### config.mk
export PLATFORM = sky130hd
export DESIGN_NAME = fp_accumulator_flat
export DESIGN_NICKNAME = d
export VERILOG_FILES = /design/src/rtl/fp_accumulator_if.sv /design/src/rtl/fp_accumulator.sv /design/src/flat_wrapper.sv
export SDC_FILE = /design/constraint.sdc
export NUM_CORES = 1
export LEC_CHECK = 0
export BUFFER_PORTS_ARGS = -buffer_cell sky130_fd_sc_hd__buf_2
export CAP_MARGIN = 25
export CORE_MARGIN = 2
export CORE_UTILIZATION = 35
export DETAILED_ROUTE_END_ITERATION = 6
export GPL_TIMING_DRIVEN = 0
export HOLD_SLACK_MARGIN = 0.12
export PLACE_DENSITY_LB_ADDON = 0.25
export SLEW_MARGIN = 15
export SYNTH_ARGS = -nofsm -noshare
export SYNTH_HDL_FRONTEND = slang
export SYNTH_SLANG_ARGS = --single-unit
### constraint.sdc
create_clock -name clk -period 12.4 [get_ports clk]
set_input_delay 2.48 -clock clk [delete_from_list [all_inputs] [get_ports clk]]
set_output_delay 2.48 -clock clk [all_outputs]
set_load 0.01 [all_outputs]
### src/rtl/fp_accumulator_if.sv
// Stream bundle between the multiplier (producer), the accumulator and the
// downstream consumer of burst sums.
//   in_valid/in_ready   : element handshake (producer -> accumulator)
//   in_data             : product word (IEEE-754 single layout)
//   in_overflow         : producer flagged overflow on this element
//   in_last             : element closes the burst
//   out_valid/out_ready : burst-sum handshake (accumulator -> consumer)
//   result              : accumulated sum
//   overflow            : sticky overflow of the reported burst
// master = testbench/system side, slave = accumulator side.
interface fp_accumulator_if #(parameter int N = 32);
  logic         in_valid;
  logic         in_ready;
  logic [N-1:0] in_data;
  logic         in_overflow;
  logic         in_last;
  logic         out_valid;
  logic         out_ready;
  logic [N-1:0] result;
  logic         overflow;

  modport master (
    output in_valid, in_data, in_overflow, in_last, out_ready,
    input  in_ready, out_valid, result, overflow
  );

  modport slave (
    input  in_valid, in_data, in_overflow, in_last, out_ready,
    output in_ready, out_valid, result, overflow
  );
endinterface

### src/rtl/fp_accumulator.sv
// Iterative single-precision accumulator. Sums a burst of product words
// (terminated by in_last) with a four-state-per-element FSM
// (IDLE accept, ALIGN, ADD, NORM) and presents one sum per burst in DONE.
// Exponent-0 words are flushed to zero; no rounding (truncation only);
// exponent overflow saturates the burst to signed infinity.
// Ports:
//   clk    : rising-edge clock
//   reset  : asynchronous active-high reset, clears all state
//   enable : freezes FSM and registers when low, forces in_ready low
//   bus    : fp_accumulator_if.slave stream bundle (see interface file)
module fp_accumulator #(
  parameter int N = 32
) (
  input  logic                   clk,
  input  logic                   reset,
  input  logic                   enable,
  fp_accumulator_if.slave        bus
);

  typedef enum logic [2:0] {IDLE, ALIGN, ADD, NORM, DONE} state_t;

  state_t       state_q;
  logic [N-1:0] acc_q;        // running sum, also drives result
  logic [N-1:0] op_q;         // latched input operand
  logic         last_q;
  logic         ovf_q;        // sticky overflow for the current burst
  logic         sat_q;        // accumulator saturated; ignore further elements
  logic         out_valid_q;

  // ALIGN -> ADD registers
  logic         sgn_big_q;
  logic         sgn_sml_q;
  logic [7:0]   exp_big_q;
  logic [23:0]  man_big_q;
  logic [23:0]  man_sml_q;

  // ADD -> NORM register
  logic [24:0]  sum_q;

  // Leading-zero count of a 24-bit value (24 when zero).
  function automatic logic [4:0] lzc24(input logic [23:0] v);
    logic [4:0] n;
    logic       found;
    n     = 5'd0;
    found = 1'b0;
    for (int i = 23; i >= 0; i--) begin
      if (!found) begin
        if (v[i]) found = 1'b1;
        else      n = n + 5'd1;
      end
    end
    return n;
  endfunction

  // Normalise a 25-bit magnitude to a packed word, with underflow flush and
  // overflow saturation. Bit 32 of the return value flags saturation.
  function automatic logic [32:0] norm_sat(input logic        sign,
                                           input logic [7:0]  exp_l,
                                           input logic [24:0] sum);
    logic signed [9:0] e;
    logic [23:0]       m;
    logic [4:0]        lz;
    if (sum[24]) begin
      m = sum[24:1];
      e = $signed({2'b00, exp_l}) + 10'sd1;
    end else if (sum[23:0] == 24'd0) begin
      return 33'd0;
    end else begin
      lz = lzc24(sum[23:0]);
      m  = sum[23:0] << lz;
      e  = $signed({2'b00, exp_l}) - $signed({5'b00000, lz});
    end
    if (e < 10'sd1)   return 33'd0;
    if (e >= 10'sd255) return {1'b1, sign, 8'hFF, 23'h000000};
    return {1'b0, sign, e[7:0], m[22:0]};
  endfunction

  // Operand selection and alignment (evaluated while in ALIGN)
  logic [7:0]  exp_a, exp_b, exp_big, exp_sml, exp_diff;
  logic [23:0] man_a, man_b, man_big, man_sml, man_sml_sh;
  logic        a_big, sgn_big, sgn_sml;

  always_comb begin
    exp_a = acc_q[30:23];
    exp_b = op_q[30:23];
    man_a = (exp_a == 8'd0) ? 24'd0 : {1'b1, acc_q[22:0]};
    man_b = (exp_b == 8'd0) ? 24'd0 : {1'b1, op_q[22:0]};
    // ties go to the accumulator so x + (-x) takes the accumulator's sign path
    a_big = ({exp_a, man_a} >= {exp_b, man_b});
    if (a_big) begin
      exp_big = exp_a;  man_big = man_a;  sgn_big = acc_q[31];
      exp_sml = exp_b;  man_sml = man_b;  sgn_sml = op_q[31];
    end else begin
      exp_big = exp_b;  man_big = man_b;  sgn_big = op_q[31];
      exp_sml = exp_a;  man_sml = man_a;  sgn_sml = acc_q[31];
    end
    exp_diff   = exp_big - exp_sml;
    man_sml_sh = (exp_diff >= 8'd25) ? 24'd0 : (man_sml >> exp_diff);
  end

  // Magnitude add/subtract (evaluated while in ADD)
  logic [24:0] sum_d;
  always_comb begin
    if (sgn_big_q == sgn_sml_q) sum_d = {1'b0, man_big_q} + {1'b0, man_sml_q};
    else                        sum_d = {1'b0, man_big_q - man_sml_q};
  end

  // Normalisation (evaluated while in NORM)
  logic [32:0] norm_d;
  always_comb norm_d = norm_sat(sgn_big_q, exp_big_q, sum_q);

  always_ff @(posedge clk or posedge reset) begin
    if (reset) begin
      state_q     <= IDLE;
      acc_q       <= '0;
      op_q        <= '0;
      last_q      <= 1'b0;
      ovf_q       <= 1'b0;
      sat_q       <= 1'b0;
      out_valid_q <= 1'b0;
      sgn_big_q   <= 1'b0;
      sgn_sml_q   <= 1'b0;
      exp_big_q   <= 8'd0;
      man_big_q   <= 24'd0;
      man_sml_q   <= 24'd0;
      sum_q       <= 25'd0;
    end else if (enable) begin
      case (state_q)
        // accept: in_ready is high whenever we are here with enable set
        IDLE: begin
          if (bus.in_valid) begin
            op_q    <= bus.in_data;
            last_q  <= bus.in_last;
            ovf_q   <= ovf_q | bus.in_overflow;
            state_q <= ALIGN;
          end
        end
        // ALIGN -> ADD boundary
        ALIGN: begin
          sgn_big_q <= sgn_big;
          sgn_sml_q <= sgn_sml;
          exp_big_q <= exp_big;
          man_big_q <= man_big;
          man_sml_q <= man_sml_sh;
          state_q   <= ADD;
        end
        // ADD -> NORM boundary
        ADD: begin
          sum_q   <= sum_d;
          state_q <= NORM;
        end
        // NORM -> IDLE/DONE boundary
        NORM: begin
          if (!sat_q) begin
            acc_q <= norm_d[31:0];
            if (norm_d[32]) begin
              sat_q <= 1'b1;
              ovf_q <= 1'b1;
            end
          end
          if (last_q) begin
            state_q     <= DONE;
            out_valid_q <= 1'b1;
          end else begin
            state_q <= IDLE;
          end
        end
        DONE: begin
          if (bus.out_ready) begin
            acc_q       <= '0;
            ovf_q       <= 1'b0;
            sat_q       <= 1'b0;
            out_valid_q <= 1'b0;
            state_q     <= IDLE;
          end
        end
        default: state_q <= IDLE;
      endcase
    end
  end

  assign bus.in_ready  = enable & (state_q == IDLE) & ~reset;
  assign bus.out_valid = out_valid_q;
  assign bus.result    = acc_q;
  assign bus.overflow  = ovf_q;

endmodule

### src/flat_wrapper.sv
// flat-port wrapper written by rule: the top's interface ports become plain ports
module fp_accumulator_flat 
#(
  parameter int N = 32
)
  (clk, reset, enable, bus_in_valid, bus_in_data, bus_in_overflow, bus_in_last, bus_out_ready, bus_in_ready, bus_out_valid, bus_result, bus_overflow);
  fp_accumulator_if #(.N(N)) bus_i ();
  input  logic clk;
  input  logic reset;
  input  logic enable;
  input wire logic [$bits(bus_i.in_valid)-1:0] bus_in_valid;
  input wire logic [$bits(bus_i.in_data)-1:0] bus_in_data;
  input wire logic [$bits(bus_i.in_overflow)-1:0] bus_in_overflow;
  input wire logic [$bits(bus_i.in_last)-1:0] bus_in_last;
  input wire logic [$bits(bus_i.out_ready)-1:0] bus_out_ready;
  output wire logic [$bits(bus_i.in_ready)-1:0] bus_in_ready;
  output wire logic [$bits(bus_i.out_valid)-1:0] bus_out_valid;
  output wire logic [$bits(bus_i.result)-1:0] bus_result;
  output wire logic [$bits(bus_i.overflow)-1:0] bus_overflow;
  assign bus_i.in_valid = bus_in_valid;
  assign bus_i.in_data = bus_in_data;
  assign bus_i.in_overflow = bus_in_overflow;
  assign bus_i.in_last = bus_in_last;
  assign bus_i.out_ready = bus_out_ready;
  assign bus_in_ready = bus_i.in_ready;
  assign bus_out_valid = bus_i.out_valid;
  assign bus_result = bus_i.result;
  assign bus_overflow = bus_i.overflow;
  fp_accumulator #(.N(N)) u_core (.clk(clk), .reset(reset), .enable(enable), .bus(bus_i));
endmodule
* Word-level counts from Yosys, hierarchy flattened
Cells that the tools add are included.
Storage, ports and cells: output and inout bits 35, word-level logic and storage cells 306, register bits 154
Cells by class: bitwise gates (word level) 4, reductions and logical operators 14, shift-type cells 2, muxes and demuxes 231, magnitude comparators 4, add/subtract/negate cells 28, equal/unequal tests 10
Operators by type and width (number):
- 2-to-1 mux 5 bit | 94
- 2-to-1 mux 33 bit | 7
- 2-to-1 mux 24 bit | 5
- adder 5 x 1 -> 5 bit (second input constant) | 23
- 2-to-1 mux 1 bit | 108
- 2-to-1 mux 32 bit | 2
- one-hot mux 32 bit (2 select lines) | 1
- 2-to-1 mux 23 bit | 2
- >= comparator 32 bit | 1
- adder 24 x 24 -> 25 bit | 1
- 2-to-1 mux 25 bit | 1
- logical NOT 24 bit | 1
- << shifter 24 x 5 -> 23 bit | 1
- >> shifter 24 x 8 -> 24 bit | 1
- subtractor 24 bit | 1
- 2-to-1 mux 10 bit | 2
- logical NOT 8 bit | 2
- 2-to-1 mux 8 bit | 2
- one-hot mux 3 bit (5 select lines) | 1
- >= comparator 10 x 9 -> 1 bit (second input constant) | 1
- less-than comparator 10 x 2 -> 1 bit (second input constant) | 1
- adder 8 x 1 -> 9 bit (second input constant) | 1
- 2-to-1 mux 3 bit | 3
- AND reduction 3 bit | 3
- 20 further kinds | 28

* Depth between registers and ports, before layout
Gate-level depths: netlist of the first run.
word-level depth 132, depth in mapped cells 74, depth with buffers taken out 71

* Worst setup path after synthesis of the first run
OpenSTA, ideal clock, no wires.
path kind reg2reg, from register u_core.sum_q[22], to register u_core.acc_q[2], in the netlist u_core.bus.result[2], setup slack -0.553 ns, data arrival time 12.879 ns, buffers on the path 4, period minus slack after synthesis 12.953 ns, cell stages (with the launch flop) 71, library setup time 0.075 ns, data required time 12.325 ns, path through dfrtp_1 clkbuf_8 or2_2 inv_1 ha_1 nor3_1 nand2b_1 inv_1 ha_1 nand2b_1 a21oi_1 xnor2_1 nand2_1 o21ai_0 a21oi_1 ha_1 o31ai_1 ha_1 (+35 left out) mux2i_1 buf_2 clkbuf_1 ha_1 nor2b_1 o21ai_0 nand2b_1 a21o_1 a211o_1 o32ai_1 xor2_1 o31ai_1 nor2_1 nand2_1 nor2_1 clkbuf_1 a22oi_1 o21ai_2
On the way: longest elaborated chain between the ends 126, elaborated cells on any way between the ends 204, classes of those cells 23 x add/sub; 2 x order compare; 1 x shift; 177 x mux; 1 x reduce/logical
RTL lines:
- start: declaration | line fp_accumulator.sv:38 | logic [24:0] sum_q;
- start signal: assignment | line fp_accumulator.sv:149 | sum_q <= sum_d;
- 2-to-1 mux 5 bit | line fp_accumulator.sv:48 | if (v[i]) found = 1'b1;
- 2-to-1 mux 5 bit | line fp_accumulator.sv:47 | if (!found) begin
- 2-to-1 mux 5 bit | line fp_accumulator.sv:66 | end else if (sum[23:0] == 24'd0) begin
- 2-to-1 mux 5 bit | line fp_accumulator.sv:63 | if (sum[24]) begin
- adder 5 x 1 -> 5 bit | line fp_accumulator.sv:49 | else n = n + 5'd1;
- 2-to-1 mux 5 bit | line fp_accumulator.sv:48
- 2-to-1 mux 5 bit | line fp_accumulator.sv:47
- 2-to-1 mux 5 bit | line fp_accumulator.sv:66
- (+109 left out)
- >= comparator 10 x 9 -> 1 bit | line fp_accumulator.sv:74 | if (e >= 10'sd255) return {1'b1, sign, 8'hFF, 23'h000000};
- 2-to-1 mux 1 bit (2 in series) | line fp_accumulator.sv:74
- 2-to-1 mux 1 bit | line fp_accumulator.sv:73 | if (e < 10'sd1) return 33'd0;
- 2-to-1 mux 33 bit | line fp_accumulator.sv:75 | return {1'b0, sign, e[7:0], m[22:0]};
- 2-to-1 mux 33 bit | line fp_accumulator.sv:74
- 2-to-1 mux 33 bit * | line fp_accumulator.sv:73
- 2-to-1 mux 32 bit * | line fp_accumulator.sv:154 | if (!sat_q) begin
- one-hot mux 32 bit (2 select lines) * | line fp_accumulator.sv:128 | case (state_q)
- end signal: assignment | line fp_accumulator.sv:155 | acc_q <= norm_d[31:0];
- end: declaration | line fp_accumulator.sv:23 | logic [N-1:0] acc_q;
Mark *: on every way between the ends. The rest lies on a longest branch, timed or not. The select of a mux whose other input is x is not followed. A chain may end at the register's enable or synchronous reset.

* Worst setup path in the final report of the first run
from register u_core.sum_q[23], to register u_core.acc_q[8], in the netlist u_core.bus.result[8]
On the way: longest elaborated chain between the ends 130, elaborated cells on any way between the ends 210, classes of those cells 24 x add/sub; 2 x order compare; 1 x shift; 182 x mux; 1 x reduce/logical
RTL lines (line):
- 2-to-1 mux 1 bit | fp_accumulator.sv:48
- 2-to-1 mux 5 bit | fp_accumulator.sv:66
- 2-to-1 mux 5 bit | fp_accumulator.sv:63
- adder 5 x 1 -> 5 bit | fp_accumulator.sv:49
- 2-to-1 mux 5 bit | fp_accumulator.sv:48
- 2-to-1 mux 5 bit | fp_accumulator.sv:47
- 2-to-1 mux 5 bit | fp_accumulator.sv:66
- 2-to-1 mux 5 bit | fp_accumulator.sv:63
- (+113 left out)
- >= comparator 10 x 9 -> 1 bit | fp_accumulator.sv:74
- 2-to-1 mux 1 bit (2 in series) | fp_accumulator.sv:74
- 2-to-1 mux 1 bit | fp_accumulator.sv:73
- 2-to-1 mux 33 bit | fp_accumulator.sv:75
- 2-to-1 mux 33 bit | fp_accumulator.sv:74
- 2-to-1 mux 33 bit * | fp_accumulator.sv:73
- 2-to-1 mux 32 bit * | fp_accumulator.sv:154
- one-hot mux 32 bit (2 select lines) * | fp_accumulator.sv:128
Marked as above.

==> results.sh, run 1 <==
export IMPL_ant_nets=0
export IMPL_path_class="flip-flop to flip-flop"
export IMPL_grt_usage_pct=22.9
export IMPL_worstHoldStart="u_core.bus.overflow$_DFFE_PP0P_"
export IMPL_clock_sinks=154
export IMPL_clkTransAtPathRegs_ns=0.06
export IMPL_netlist_area_um2=15100
export IMPL_postCtsHoldBufs=0
export IMPL_rsz0062_at_grt="yes"
export IMPL_hold_viol=0
export IMPL_firstDrtPassIters=5
export IMPL_r2r_start="u_core.sum_q[23]$_DFFE_PP0P_"
export IMPL_synth_top_cell_by_area="dfrtp_1"
export IMPL_max_freq_ghz=0.0810
export IMPL_cts_buffers=17
export IMPL_startpoint="u_core.sum_q[23]$_DFFE_PP0P_"
export IMPL_cts_tree="done"
export IMPL_worst_slack_ns=0.0619
export IMPL_synth_seq_area_share_pct=25.5
export IMPL_synth_seq_cells=154
export IMPL_cap_viol_max_count=0
export IMPL_worst_pin_slew_ns=0.992
export IMPL_io_pins=74
export IMPL_fin_crit_ns=12.34
export IMPL_post_route_period_util_pct=99.5
export IMPL_grt_pass1_vias=13800
export IMPL_wl_per_cell_um=19.8
export IMPL_whs_endpoint="u_core.bus.overflow$_DFFE_PP0P_"
export IMPL_ys_top_cells_by_count="225 x nand2_1, 154 x dfrtp_1, 141 x nor2_1"
export IMPL_synth_warnings=0
export IMPL_syn_inst=1839
export IMPL_ys_async_sr_fraction_pct=100
export IMPL_rows=76
export IMPL_max_stage_delay_ns=0.44
export IMPL_die_y_um=212
export IMPL_r2r_end="u_core.bus.result[8]$_DFFE_PP0P_"
export IMPL_final_setup_skew_ns=0.0102
export IMPL_dieArea_um2=44900
export IMPL_yosysTopAreaCellShare_pct=25.5
export IMPL_die_x_um=212
export IMPL_cts_buffer_depth=2
export IMPL_insertion_delay_ns=0.43
export IMPL_max_slew_margin_pct=33.3
export IMPL_finalSetupViolations=0
export IMPL_reg2reg_depth=70
export IMPL_hold_class="flip-flop to flip-flop"
export IMPL_syn2layout_area_growth_pct=18.5
export IMPL_r2r_slack_ns=0.06
export IMPL_grt_start_max_net_pins=101
export IMPL_htreeDepth=4
export IMPL_start_kind="flip-flop"
export IMPL_gp_congestion=0.946
export IMPL_endpoint_kind="flip-flop"
export IMPL_vias=14300
export IMPL_synth_most_common_cell="nand2_1"
export IMPL_min_path_cells=1
export IMPL_port_buffers=73
export IMPL_cpMaxStageDelayCell="dfrtp_2"
export IMPL_ys_top_cells_by_area="dfrtp_1 25%, ha_1 8.8%, mux2i_1 8.7%, nand2_1 5.6%, o21ai_0 4.5%"
export IMPL_diodes=0
export IMPL_synth_edff_count=0
export IMPL_syn_avg_cell_area_um2=8.23
export IMPL_antenna_found_initial=1
export IMPL_vias_per_cell=5.49
export IMPL_drc=0
export IMPL_coreArea_um2=42900
export IMPL_ys_types=106
export IMPL_routed_wl_mm=51.4
export IMPL_slew_violations=0
export IMPL_path_max_fanout=6
export IMPL_start_util_pct=35.3
export IMPL_place_hpwl_mm=40.9
export IMPL_outcome="complete, no violations"
export IMPL_grt_overflow_total=0
export IMPL_synth_nets=1987
export IMPL_drive_gt1_share_pct=19.5
export IMPL_arrival_ns=12.65
export IMPL_ys_flop_type="dfrtp_1"
export IMPL_cp_required_ns=12.71
export IMPL_drt_iter0_drc=1109
export IMPL_dp_slack_ns=-1.75
export IMPL_nNetsFinal=2145
export IMPL_root_buffer="clkbuf_16"
export IMPL_grt_pass1_wl_mm=78.9
[per-stage QoR]
stage	instances	hold WS [ns]	TNS [ns]	area, um2	util [%]
finish	2595	0.497	0	17900	41.8
global route	2595	0.532	-16.62	17900	41.8
CTS	2578	0.509	0	17600	41.0
detailed placement	2499	0.496	-50.74	16400	38.2
global placement	2497	0.491	-44.52	16300	38.0
floorplan	1839	0.454	0	15200	-
[final cells by class]
class	count	area, um2
well taps	585	732
plain buffers	107	621
clock buffers	22	484
flip-flops and latches	154	3860
fillers	4350	25000
clock inverters	10	65.1
multi-input cells	1461	10800
inverters	114	445
repair buffers	142	913
[how the worst max path moves through the flow]
stage,end,slack (ns),depth (start not counted)
final,u_core.bus.result[8]$_DFFE_PP0P_,0.06,70
after global routing,u_core.bus.result[2]$_DFFE_PP0P_,-0.60,71
after CTS,u_core.bus.result[1]$_DFFE_PP0P_,0.04,70
after detailed placement,u_core.bus.result[9]$_DFFE_PP0P_,-1.75,69
after global placement,u_core.bus.result[1]$_DFFE_PP0P_,-1.56,69
after floorplan,u_core.bus.result[2]$_DFFE_PP0P_,0.01,73
[metal layers]
| metal | GRT usage (%) | share of wire [%] |
|---|---|---|
| met1 | 30.6 | 46 |
| met2 | 37.7 | 46 |
| met3 | 3.63 | 4.8 |
| met4 | 7.26 | 2.8 |
| met5 | 0 | 0 |
[worst max-delay path, delay by kind of cell (launching register included)]
family / cells / cell delay (ns)
mux: 3 / 0.31
buf+inv: 5 / 0.47
fa+ha+maj: 12 / 3.04
compound gates: 19 / 2.99
simple gates: 25 / 3.61
xor+xnor: 6 / 1.31
flops: 1 / 0.44
[timing repair]
action	CTS	global route
setup buffers	47	20
pin swaps	40	63
endpoints found under the setup margin	34	34
gates resized for setup	57	61
cloned	2	0
[registers in the layout (all words and copies together), names as in the netlist]
register and count:
u_core.op_q 32, u_core.state_q 3, u_core.sgn_big_q 1, u_core.man_big_q 24, u_core.bus.out_valid 1, u_core.sum_q 25
u_core.bus.overflow 1, u_core.sgn_sml_q 1, u_core.last_q 1, u_core.bus.result 32, u_core.sat_q 1, u_core.exp_big_q 8
u_core.man_sml_q 24
[cell families (layout without fill, tap and decap cells)]
group / Yosys count / in the layout / share of synthesized area [%]
AND/OR/NAND/NOR: 581 / 581 / 18.4
AO/OA/AOI/OAI: 494 / 494 / 20.7
buffers and inverters: 224 / 395 / 6.85
multiplexers: 198 / 198 / 14.6
flip-flops: 154 / 154 / 25.5
adder cells (fa/ha/maj): 111 / 111 / 9.29
XOR/XNOR: 77 / 77 / 4.70
[placed cells by master (no fill, tap or decap), types with 8 or more instances in the layout]
cell type,n
a211oi_1,15
a21o_1,26
a21oi_1,94
a22oi_2,20
a31oi_1,29
and2_1,10
and3_1,12
buf_1,8
buf_2,80
buf_4,67
buf_6,8
clkbuf_1,70
clkbuf_16,18
clkbuf_8,11
dfrtp_1,152
ha_1,96
ha_4,10
inv_1,106
mux2_2,51
mux2i_1,129
mux4_2,12
nand2_1,220
nand2b_1,19
nand3_1,24
nand4_1,18
nor2_1,133
nor2b_1,25
nor3_1,27
nor4_1,12
o211ai_1,23
o21a_1,10
o21ai_0,124
o21ai_1,28
o21ai_2,9
o21bai_1,12
o22ai_1,15
o31ai_1,8
or3_1,11
xnor2_1,49
xor2_1,20
Power of run 1 is not shown: default switching activity piles up to over one toggle a cycle in this logic, so the estimate is an artifact.
==> inputs of run 2 (changes only) <==
CORE_MARGIN = unset   (was 2)
PLACE_DENSITY = 0.52   (was unset)
PLACE_DENSITY_LB_ADDON = unset   (was 0.25)
==> run 2 against run 1 <==
  * Global-route usage increased by 1.5 points
  * Sequential share of layout area decreased by 0.068 points
  * Core utilization increased by 0.68 points
  * Register-to-register slack improved by 0.15 ns
  * Wire length increased by 4.5%
  * Critical path type unchanged
  * Critical endpoint is now u_core.bus.result[15]$_DFFE_PP0P_
  * Largest cell class unchanged
  * Highest routed layer unchanged
==> results.sh, run 2 (same netlist as run 1, synthesis figures left out) <==
export IMPL_insertion_delay_ns=0.45
export IMPL_worst_path_buf_inv=6
export IMPL_drive_gt1_share_pct=19.9
export IMPL_hold_class="flip-flop to flip-flop"
export IMPL_worst_slack_ns=0.211
export IMPL_whs_endpoint="u_core.bus.out_valid$_DFFE_PP0P_"
export IMPL_reg2reg_depth=71
export IMPL_dp_slack_ns=-1.79
export IMPL_drt_met1_wl_mm=24.9
export IMPL_wl_per_cell_um=20.8
export IMPL_antenna_found_initial=1
export IMPL_grt_usage_pct=24.4
export IMPL_path_class="flip-flop to flip-flop"
export IMPL_cts_tree="done"
export IMPL_worstHoldStart="u_core.bus.out_valid$_DFFE_PP0P_"
export IMPL_utilization_pct=42.5
export IMPL_firstDrtPassIters=6
export IMPL_grt_start_max_net_pins=105
export IMPL_slew_violations=0
export IMPL_multiInputGateArea_um2=10900
export IMPL_die_y_um=210
export IMPL_root_buffer="clkbuf_16"
export IMPL_cts_buffers=17
export IMPL_grt_pass1_vias=14000
export IMPL_start_kind="flip-flop"
export IMPL_r2r_slack_ns=0.21
export IMPL_final_setup_skew_ns=0.0151
export IMPL_cts_buffer_depth=2
export IMPL_wl_met2_mm=25.1
export IMPL_cp_top_family="adder cells"
export IMPL_worst_pin_slew_ns=1.08
export IMPL_drc=0
export IMPL_syn2layout_area_growth_pct=18.8
export IMPL_fillers=4291
export IMPL_hold_viol=0
export IMPL_final_common_cell="nand2_1"
export IMPL_cpMaxStageDelayCell="dfrtp_2"
export IMPL_dr_max_layer_used="met4"
export IMPL_dieArea_um2=44100
export IMPL_drt_iter0_drc=1061
export IMPL_grt_pass1_wl_mm=82.8
export IMPL_coreArea_um2=42300
export IMPL_clkTransAtPathRegs_ns=0.07
export IMPL_final_cell_mix="218 x nand2_1, 153 x dfrtp_1, 134 x nor2_1, 129 x mux2i_1, 123 x o21ai_0"
export IMPL_nNetsFinal=2137
export IMPL_path_max_fanout=6
export IMPL_io_pins=74
export IMPL_clock_sinks=154
export IMPL_endpoint_kind="flip-flop"
export IMPL_max_slew_margin_pct=26.4
export IMPL_fin_crit_ns=12.19
export IMPL_rsz0062_at_grt="yes"
export IMPL_cp_required_ns=12.73
export IMPL_min_path_cells=2
export IMPL_post_route_period_util_pct=98.3
export IMPL_cap_viol_max_count=0
export IMPL_grt_overflow_total=0
export IMPL_port_buffers=73
export IMPL_finalSetupViolations=0
export IMPL_place_hpwl_mm=42.3
export IMPL_r2r_start="u_core.sum_q[23]$_DFFE_PP0P_"
export IMPL_rows=75
export IMPL_gp_congestion=0.929
export IMPL_seq_area_um2=3850
export IMPL_start_util_pct=35.8
export IMPL_die_x_um=210
export IMPL_routed_wl_mm=53.7
export IMPL_dr_wl_met3_mm=2.43
export IMPL_outcome="complete, no violations"
export IMPL_vias_per_cell=5.56
export IMPL_arrival_ns=12.51
export IMPL_max_stage_delay_ns=0.46
export IMPL_r2r_end="u_core.bus.result[15]$_DFFE_PP0P_"
export IMPL_max_freq_ghz=0.0820
export IMPL_vias=14400
export IMPL_htreeDepth=4
export IMPL_ant_nets=0
[run 2: worst min-delay path, delay by kind of cell (launching register included)]
| family | cells | cell delay, ns |
|---|---|---|
| flip-flops | 1 | 0.34 |
| AND/OR/NAND/NOR | 2 | 0.11 |
[run 2: worst max-delay path by stage]
stage	from	end	slack [ns]	cells after the start
3_3_place_gp	u_core.sum_q[22]$_DFFE_PP0P_	u_core.bus.result[8]$_DFFE_PP0P_	-1.61	70
4_1_cts	u_core.sum_q[21]$_DFFE_PP0P_	u_core.bus.overflow$_DFFE_PP0P_	0.02	73
6_report	u_core.sum_q[23]$_DFFE_PP0P_	u_core.bus.result[15]$_DFFE_PP0P_	0.21	71
2_1_floorplan	u_core.sum_q[22]$_DFFE_PP0P_	u_core.bus.result[2]$_DFFE_PP0P_	0.01	73
5_1_grt	u_core.sum_q[23]$_DFFE_PP0P_	u_core.bus.result[15]$_DFFE_PP0P_	-0.51	71
3_5_place_dp	u_core.sum_q[22]$_DFFE_PP0P_	u_core.bus.result[8]$_DFFE_PP0P_	-1.79	70
[run 2: cell type report]
class / count / area share (%)
multi-input combinational: 1461 / 60.5
antenna: 1 / 0.0139
clock buffer: 18 / 2.44
inverter: 114 / 2.48
clock inverter: 14 / 0.765
timing repair buffer: 134 / 4.90
sequential: 154 / 21.4
tap: 577 / 4.02
buffer: 107 / 3.45
[run 2: metal layers]
| layer | vias to the layer above | track usage, % |
|---|---|---|
| met4 | 0 | 6.95 |
| li1 | 6923 | - |
| met1 | 6938 | 33.5 |
| met3 | 64 | 2.70 |
| met5 | - | 0 |
| met2 | 425 | 40.3 |
[run 2: metrics by stage]
| stage | area (um2) | setup TNS [ns] | cells | hold WS [ns] |
|---|---|---|---|---|
| after floorplan | 15200 | 0 | 1839 | 0.454 |
| after global routing | 18000 | -13.14 | 2579 | 0.512 |
| final | 18000 | 0 | 2580 | 0.477 |
| after global placement | 16300 | -45.38 | 2489 | 0.458 |
| after detailed placement | 16300 | -51.80 | 2491 | 0.466 |
| after CTS | 17500 | 0 | 2568 | 0.482 |
[run 2: what timing repair did]
item | in CTS | in global routing
pin swaps | 45 | 69
hold buffers | 0 | 0
cloned | 1 | 1
setup endpoints to repair | 34 | 34
buffers inserted | 46 | 18
resized for setup | 50 | 84
Power of run 2 is left out for the same reason.
